[config.mk]
export PLATFORM = sky130hd
export DESIGN_NAME = mem_init_sequencer
export DESIGN_NICKNAME = d
export VERILOG_FILES = /design/src/rtl/mem_init_sequencer.sv
export SDC_FILE = /design/constraint.sdc
export NUM_CORES = 1
export LEC_CHECK = 0
export ABC_AREA = 1
export CAP_MARGIN = 10
export CORE_ASPECT_RATIO = 1.75
export CORE_MARGIN = 2
export CORE_UTILIZATION = 50
export DETAILED_ROUTE_END_ITERATION = 8
export PLACE_DENSITY_LB_ADDON = 0.3
export SYNTH_ARGS = -nofsm -noshare
export SYNTH_HDL_FRONTEND = slang
export SYNTH_SLANG_ARGS = --single-unit
[constraint.sdc]
create_clock -name clk -period 5.28 [get_ports clk]
set_clock_uncertainty 0.2 [all_clocks]
set_input_delay 1.584 -clock clk [delete_from_list [all_inputs] [get_ports clk]]
set_output_delay 1.584 -clock clk [all_outputs]
set_load 0.03 [all_outputs]
[src/rtl/mem_init_sequencer.sv]
// mem_init_sequencer: walks RAM addresses 0..DEPTH-1 writing an identity, fill, descending or xor pattern.
// Define MEM_INIT_VERIFY_EN to add a read-back compare pass after the writes.
module mem_init_sequencer #(
    parameter int ADDR_W = 8,
    parameter int DATA_W = 8,
    parameter int DEPTH  = 256
) (
    input  logic              clk,
    input  logic              reset_n,
    input  logic              start,
    input  logic              abort,
    input  logic [1:0]        mode,
    input  logic [DATA_W-1:0] fill_value,
    output logic [ADDR_W-1:0] address_out,
    output logic [DATA_W-1:0] data_out,
    output logic              write_enable_out,
    output logic              busy,
    output logic              done,
    input  logic [DATA_W-1:0] rdata_in,
    output logic              verify_error,
    output logic [ADDR_W-1:0] error_address
);
    localparam logic [2:0] IDLE = 3'd0, SETUP = 3'd1, WRITE = 3'd2, HOLD = 3'd3, DONE = 3'd4;
`ifdef MEM_INIT_VERIFY_EN
    localparam logic [2:0] VADDR = 3'd5, VWAIT = 3'd6, VCMP = 3'd7;
`endif
    localparam int PW = DATA_W > ADDR_W ? DATA_W : ADDR_W;
    localparam logic [ADDR_W:0] LAST = (ADDR_W+1)'(DEPTH - 1);

    logic [2:0]        state;
    logic [ADDR_W:0]   cnt;
    logic [1:0]        mode_q;
    logic [DATA_W-1:0] fill_q;
    logic [PW-1:0]     a_ext, f_ext, pat;
    logic              accept, wr_phase;

    assign accept = (state == IDLE || state == DONE) && start && !abort;
    always_ff @(posedge clk or negedge reset_n) begin
        if (!reset_n) begin
            state  <= IDLE;
            cnt    <= '0;
            mode_q <= '0;
            fill_q <= '0;
        end else if (abort) begin
            state <= IDLE;
        end else begin
            case (state)
                IDLE, DONE: if (accept) begin
                    state  <= SETUP;
                    cnt    <= '0;
                    mode_q <= mode;
                    fill_q <= fill_value;
                end
                SETUP: state <= WRITE;
                WRITE: state <= HOLD;
                HOLD: if (cnt == LAST) begin
`ifdef MEM_INIT_VERIFY_EN
                    state <= VADDR;
                    cnt   <= '0;
`else
                    state <= DONE;
`endif
                end else begin
                    state <= SETUP;
                    cnt   <= cnt + 1'b1;
                end
`ifdef MEM_INIT_VERIFY_EN
                VADDR: state <= VWAIT;
                VWAIT: state <= VCMP;
                VCMP: if (cnt == LAST) begin
                    state <= DONE;
                end else begin
                    state <= VADDR;
                    cnt   <= cnt + 1'b1;
                end
`endif
                default: state <= IDLE;
            endcase
        end
    end

    // Pattern is computed at the wider of address/data width, then truncated to the data bus.
    assign a_ext = PW'(cnt[ADDR_W-1:0]);
    assign f_ext = PW'(fill_q);
    assign pat   = mode_q == 2'd0 ? a_ext :
                   mode_q == 2'd1 ? f_ext :
                   mode_q == 2'd2 ? PW'(DEPTH - 1) - a_ext : a_ext ^ f_ext;

    assign wr_phase         = state == SETUP || state == WRITE || state == HOLD;
    assign address_out      = cnt[ADDR_W-1:0];
    assign data_out         = wr_phase ? DATA_W'(pat) : '0;
    assign write_enable_out = state == WRITE;
    assign busy             = state != IDLE && state != DONE;
    assign done             = state == DONE;

`ifdef MEM_INIT_VERIFY_EN
    always_ff @(posedge clk or negedge reset_n) begin
        if (!reset_n) begin
            verify_error  <= 1'b0;
            error_address <= '0;
        end else if (accept) begin
            verify_error  <= 1'b0;
            error_address <= '0;
        end else if (state == VCMP && !verify_error && rdata_in != DATA_W'(pat)) begin
            verify_error  <= 1'b1;
            error_address <= cnt[ADDR_W-1:0];
        end
    end
`else
    logic unused_rdata;
    assign unused_rdata  = ^rdata_in;
    assign verify_error  = 1'b0;
    assign error_address = '0;
`endif
endmodule

==> results of run 1 <==
-- flip-flops by register name, indices dropped and copies added, names as in the netlist --
signal,cells
cnt,9
f_ext,8
state,3
mode_q,2
-- layout make-up --
type / count / area share, %
Tap cell: 28 / 1.940
Clock buffer: 4 / 3.049
Multi-Input combinational cell: 137 / 44.49
Inverter: 11 / 2.287
Sequential cell: 22 / 30.49
Timing Repair Buffer: 32 / 17.74
-- metal layers --
layer  vias up  share of wire [%]
met2        30                 59
met4         0               0.77
met1       574                 38
met3         2                2.9
met5         -                  0
li1        604                  -
-- cells by family (layout without fill, tap and decap cells) --
logic type / count (synthesis) / count (layout) / synth area share, %
fa+ha+maj: 2 / 2 / 1.611
compound gates: 18 / 18 / 7.816
mux: 8 / 8 / 7.252
xor+xnor: 9 / 9 / 5.077
flops: 22 / 22 / 35.46
other cells: 1 / 9 / 0.2415
simple gates: 91 / 91 / 27.80
buf+inv: 35 / 47 / 14.75
-- power breakdown --
group          internal (uW)  switching [uW]
Clock                   66.4            53.6
Combinational            203             274
Sequential               216            45.6
Total                    486             373
-- cells in the final DEF, fill, tap and decap left out, drive strengths merged, types with 3 or more instances in the layout --
cell type,instances
nand2,43
clkdlybuf4s50,32
nor2,29
dfrtp,22
inv,11
o21ai,11
nand3,10
conb,9
mux2,8
xnor2,7
nor3,7
clkbuf,4
a21oi,3
-- worst max-delay path, delay by kind of cell, from the launching register on --
kind	cells	cell delay (ns)
simple gates	1	0.24
compound gates	3	0.51
buf+inv	2	0.77
flops	1	0.51
-- worst max-delay path by stage --
stage	from	cells past startpoint	slack, ns	to
6_report	mode_q[1]$_DFFE_PN0P_	6	1.22	data_out[6]
3_5_place_dp	mode_q[1]$_DFFE_PN0P_	6	1.57	data_out[6]
2_1_floorplan	state[0]$_DFFE_PN0P_	4	1.85	data_out[0]
5_1_grt	mode_q[1]$_DFFE_PN0P_	6	1.11	data_out[6]
3_3_place_gp	mode_q[1]$_DFFE_PN0P_	6	1.66	data_out[6]
4_1_cts	mode_q[1]$_DFFE_PN0P_	6	1.26	data_out[6]
-- through the flow --
stage / power (uW) / cells
after floorplan: 603.6 / 194
after global placement: 722.5 / 230
after detailed placement: 739.0 / 230
after CTS: 864.4 / 234
after global routing: 910.6 / 234
final: 858.9 / 234
==> results.toml, run 1 <==
[status]
status = "finished, final reports clean"

[timing]
rsz0062_at_grt = "no"
worst_slew_pin_slew_ns = 1.011
slew_viol_final = 0
max_clock_freq_mhz = 246.2
whs_ns = 0.3233
fin_tns_setup_ns = 0
period_minus_slack_ns = 4.062
maxSlewHeadroom_pct = 32.41
fin_crit_sh_pct = 76.93
setup_viol = 0
final_hold_viol_count = 0
worst_slack_ns = 1.218

[critical_path]
rr_startpoint = "cnt[0]$_DFFE_PN0P_"
crit_required_ns = 3.50
path_max_fanout = 9
worstSetupPathType = "register to output port"
cp-start-kind = "register"
rr_endpoint = "cnt[5]$_DFFE_PN0P_"
reg2reg_slack_ns = 3.22
cpMaxStageDelayCell = "clkdlybuf4s50_1"
cp-end-kind = "output port"
slowest_delay_ns = 0.67
arrival_ns = 2.28
r2r_cells = 7
crit_chain = "inv_1 > nand2_1 > o21ai_0 > a21oi_1 > o21a_1 > clkdlybuf4s50_1"

[clock_network]
clkTransAtPathRegs_ns = 0.08
ctsHoldBuffers = 0
cts_buffers = 3
clockBufferDepth = 2
postCtsResizedCells = 0
tritoncts = "done"
cts_setup_buffers = 0
cts_max_level = 1
clkSinkCount = 22
clk_latency_ns = 0.26
cts_root_buf = "clkbuf_8"

[logic_synthesis]
synth_edf_count = 0
yosys_warnings = 0
synth-seq-cells = 22
syn-cell-area_um2 = 1553
async_flop_share_pct = 100.0
yosysMostFrequentCell = "nand2_1"
postSynthCellCount = 186
ys_types = 32
synth_top_area_share_pct = 35.46
yosys-top-cells-area = "dfrtp_1, buf_4, nand2_1"
ys.flop_type = "dfrtp_1"
avgSynthCellArea_um2 = 8.348
synth_commonest_cells = "nand2_1, nor2_1, dfrtp_1"
yosys.area.top_type = "dfrtp_1"
yosysSeqAreaShare_pct = 35.46

[placed_design]
place_area_um2 = 1750
pre_cts_ws_ns = 1.568
io_buffer_count = 32
gp_congestion = 0.7904
dp_hpwl_um = 2576

[floorplanning]
die_h_um = 77.72
row_count = 26
die_area_um2 = 3585
coreArea_um2 = 2928
start_util_pct = 53.03
io_pins = 50
chipWidth_um = 46.13

[power_and_ir_drop]
leakagePower_uw = 0.0008018
p_per_area_nw_per_um2 = 475.7
ir_drop_v = 0.0003570

[route]
routed_via_density = 5.171
route.vias.total = 1210
drt_pass1_iterations = 4
ant_nets = 0
drt_wl_total_um = 3258
route.detailed.drc = 0
dr.first_iter.drc_count = 42
wl_per_cell_um = 13.92

[layout]
drive_gt1_share_pct = 16.02
syn_to_final_growth_pct = 16.28
num-nets-final = 231
finalInstanceArea_um2 = 1805
multiInputGateArea_um2 = 803.3
final_util_pct = 61.67
diodes = 0
final-seq-area_um2 = 550.5
nFillCells = 262

[min_path]
min_to = "f_ext[1]$_DFFE_PN0P_"
hp-class = "register to register"
hp-start = "f_ext[1]$_DFFE_PN0P_"
min_path_cells = 1

[grt]
grt_max_degree = 23
grt-busiest-layer = "met2"
grt_use_total_pct = 19.96
antenna_found_initial = 0
grt_use_met2_pct = 36.94
grt_pass1_wl_um = 5409
met3_usage_pct = 2.326
grt_pass1_vias = 1323
gr-usage-met1_pct = 20.60
grt-ovfl-total = 0

[run]
drv_cap = 0
Power figures use the tool's default switching activity.
==> inputs of run 2 (changes only) <==
--- a/config.mk
+++ b/config.mk
@@ -9,7 +9,7 @@
 export CAP_MARGIN = 10
 export CORE_ASPECT_RATIO = 1.75
 export CORE_MARGIN = 2
-export CORE_UTILIZATION = 50
+export CORE_UTILIZATION = 42
 export DETAILED_ROUTE_END_ITERATION = 8
 export PLACE_DENSITY_LB_ADDON = 0.3
 export SYNTH_ARGS = -nofsm -noshare
==> constraint.sdc (replaced) <==
create_clock -name clk -period 3.5 [get_ports clk]
set_clock_uncertainty 0.2 [all_clocks]
set_input_delay 1.05 -clock clk [delete_from_list [all_inputs] [get_ports clk]]
set_output_delay 1.05 -clock clk [all_outputs]
set_load 0.03 [all_outputs]
==> results.toml, run 2 (synthesis gave the netlist of run 1 again) <==
[grt]
grt_max_degree = 23
grt_pass1_vias = 1055
grt-ovfl-total = 0
grt_use_total_pct = 14.08
grt_pass1_wl_um = 4740
antenna_found_initial = 0

[timing]
final_hold_viol_count = 0
fin_tns_setup_ns = 0
rsz0062_at_grt = "no"
period_minus_slack_ns = 3.297
setup_viol = 0
worst_slack_ns = 0.2034
slew_viol_final = 0
fin_crit_sh_pct = 94.19
max_clock_freq_mhz = 303.3

[critical_path]
arrival_ns = 2.05
worstSetupPathType = "register to output port"
slowest_delay_ns = 0.66
rr_startpoint = "cnt[0]$_DFFE_PN0P_"
cp-end-kind = "output port"
r2r_cells = 9
cpMaxStageDelayCell = "clkdlybuf4s50_1"
critical_path.startpoint = "state[0]$_DFFE_PN0P_"
cp-start-kind = "register"
path_max_fanout = 9
crit_chain = "nor2_2 > inv_1 > nand2_1 > a21oi_1 > o21a_1 > clkdlybuf4s50_1"
crit_required_ns = 2.25

[floorplanning]
start_util_pct = 43.23
die_h_um = 84.44
die_area_um2 = 4218
io_pins = 50
row_count = 29
chipWidth_um = 49.96
coreArea_um2 = 3592

[placed_design]
pre_cts_ws_ns = 0.4032
io_buffer_count = 32
gp_congestion = 0.7985
dp_hpwl_um = 2131
place_area_um2 = 1803
dpl.cell_count = 252

[route]
dr.first_iter.drc_count = 35
wl_per_cell_um = 10.55
route.vias.total = 1181
drt_pass1_iterations = 4
routed_via_density = 4.631
route.detailed.drc = 0
ant_nets = 0
drt_wl_total_um = 2689

[power_and_ir_drop]
ir_drop_v = 0.0004447
p_per_area_nw_per_um2 = 686.2
power_uw = 1267
leakagePower_uw = 0.0008142

[min_path]
min_path_cells = 1
hp-class = "register to register"
hp-start = "f_ext[6]$_DFFE_PN0P_"

[clock_network]
clk_latency_ns = 0.26
clockBufferDepth = 2
clkTransAtPathRegs_ns = 0.07
cts_root_buf = "clkbuf_8"
cts_buffers = 3
tritoncts = "done"
cts_setup_buffers = 0
clkSinkCount = 22
cts_max_level = 1

[layout]
largest_register_ffs = 9
diodes = 0
syn_to_final_growth_pct = 18.94
fin_cells = 255
final_common_cell = "nand2_1"
drive_gt1_share_pct = 17.70
finalInstanceArea_um2 = 1847
num-nets-final = 235
largest-register = "cnt"
final_cell_mix = "nand2_1, clkdlybuf4s50_1, nor2_1"

[status]
status = "finished, final reports clean"

[run]
drv_cap = 0
==> run 2: changes by cell type in the layout (fill, tap and decap cells not counted), sizes merged <==
cell,previous run,this run
buf,0,4
clkbuf,4,3
==> run 2: per-layer routing <==
layer	wire, um	track usage [%]	vias to the layer above
li1	-	-	616
met5	0	0	-
met2	1399	24.97	29
met4	46	5.303	0
met1	1166	17.37	532
met3	77	1.068	4
==> run 2: timing repair <==
| item | 4_1_cts | 5_1_grt |
|---|---|---|
| hold buffers | 0 | 0 |
| setup endpoints to repair | 0 | 1 |
| gates resized for setup | 0 | 1 |
==> run 2: layout make-up <==
type	instances	area (um2)
Multi-Input combinational cell	137	805.8
Clock buffer	3	41.29
Timing Repair Buffer	36	350.3
Sequential cell	22	550.5
Tap cell	46	57.56
Inverter	11	41.29
Fill cell	342	1745
==> run 2: final timing paths <==
check / to / slack, ns
max: data_out[6] / 0.20
min: f_ext[6]$_DFFE_PN0P_ / 0.31
max reg2reg: cnt[5]$_DFFE_PN0P_ / 1.44
min reg2reg: f_ext[6]$_DFFE_PN0P_ / 0.31
max in group asynchronous: state[1]$_DFFE_PN0P_ / 1.94
min in group asynchronous: cnt[0]$_DFFE_PN0P_ / 0.94
==> run 2: worst max-delay path, delay by kind of cell (launching register included) <==
kind,cells,cell delay (ns)
AO/OA/AOI/OAI,2,0.33
buffers and inverters,2,0.74
flip-flops,1,0.42
AND/OR/NAND/NOR,2,0.28
==> run 2: power breakdown <==
group          internal (uW)  total [uW]  switching (uW)  leakage, uW
Combinational            323         743             420     0.000512
Clock                   76.6         152            75.3    0.0000216
Sequential               326         373            46.5     0.000281
Total                    726        1270             542     0.000814
==> run 2: per-stage QoR <==
| stage | util, % | hold slack, ns |
|---|---|---|
| 2_1_floorplan | - | 0.2739 |
| 3_3_place_gp | 50.19 | 0.2951 |
| 5_1_grt | 51.41 | 0.3285 |
| 4_1_cts | 51.34 | 0.3115 |
| 6_report | 51.41 | 0.3139 |
| 3_5_place_dp | 50.19 | 0.2938 |
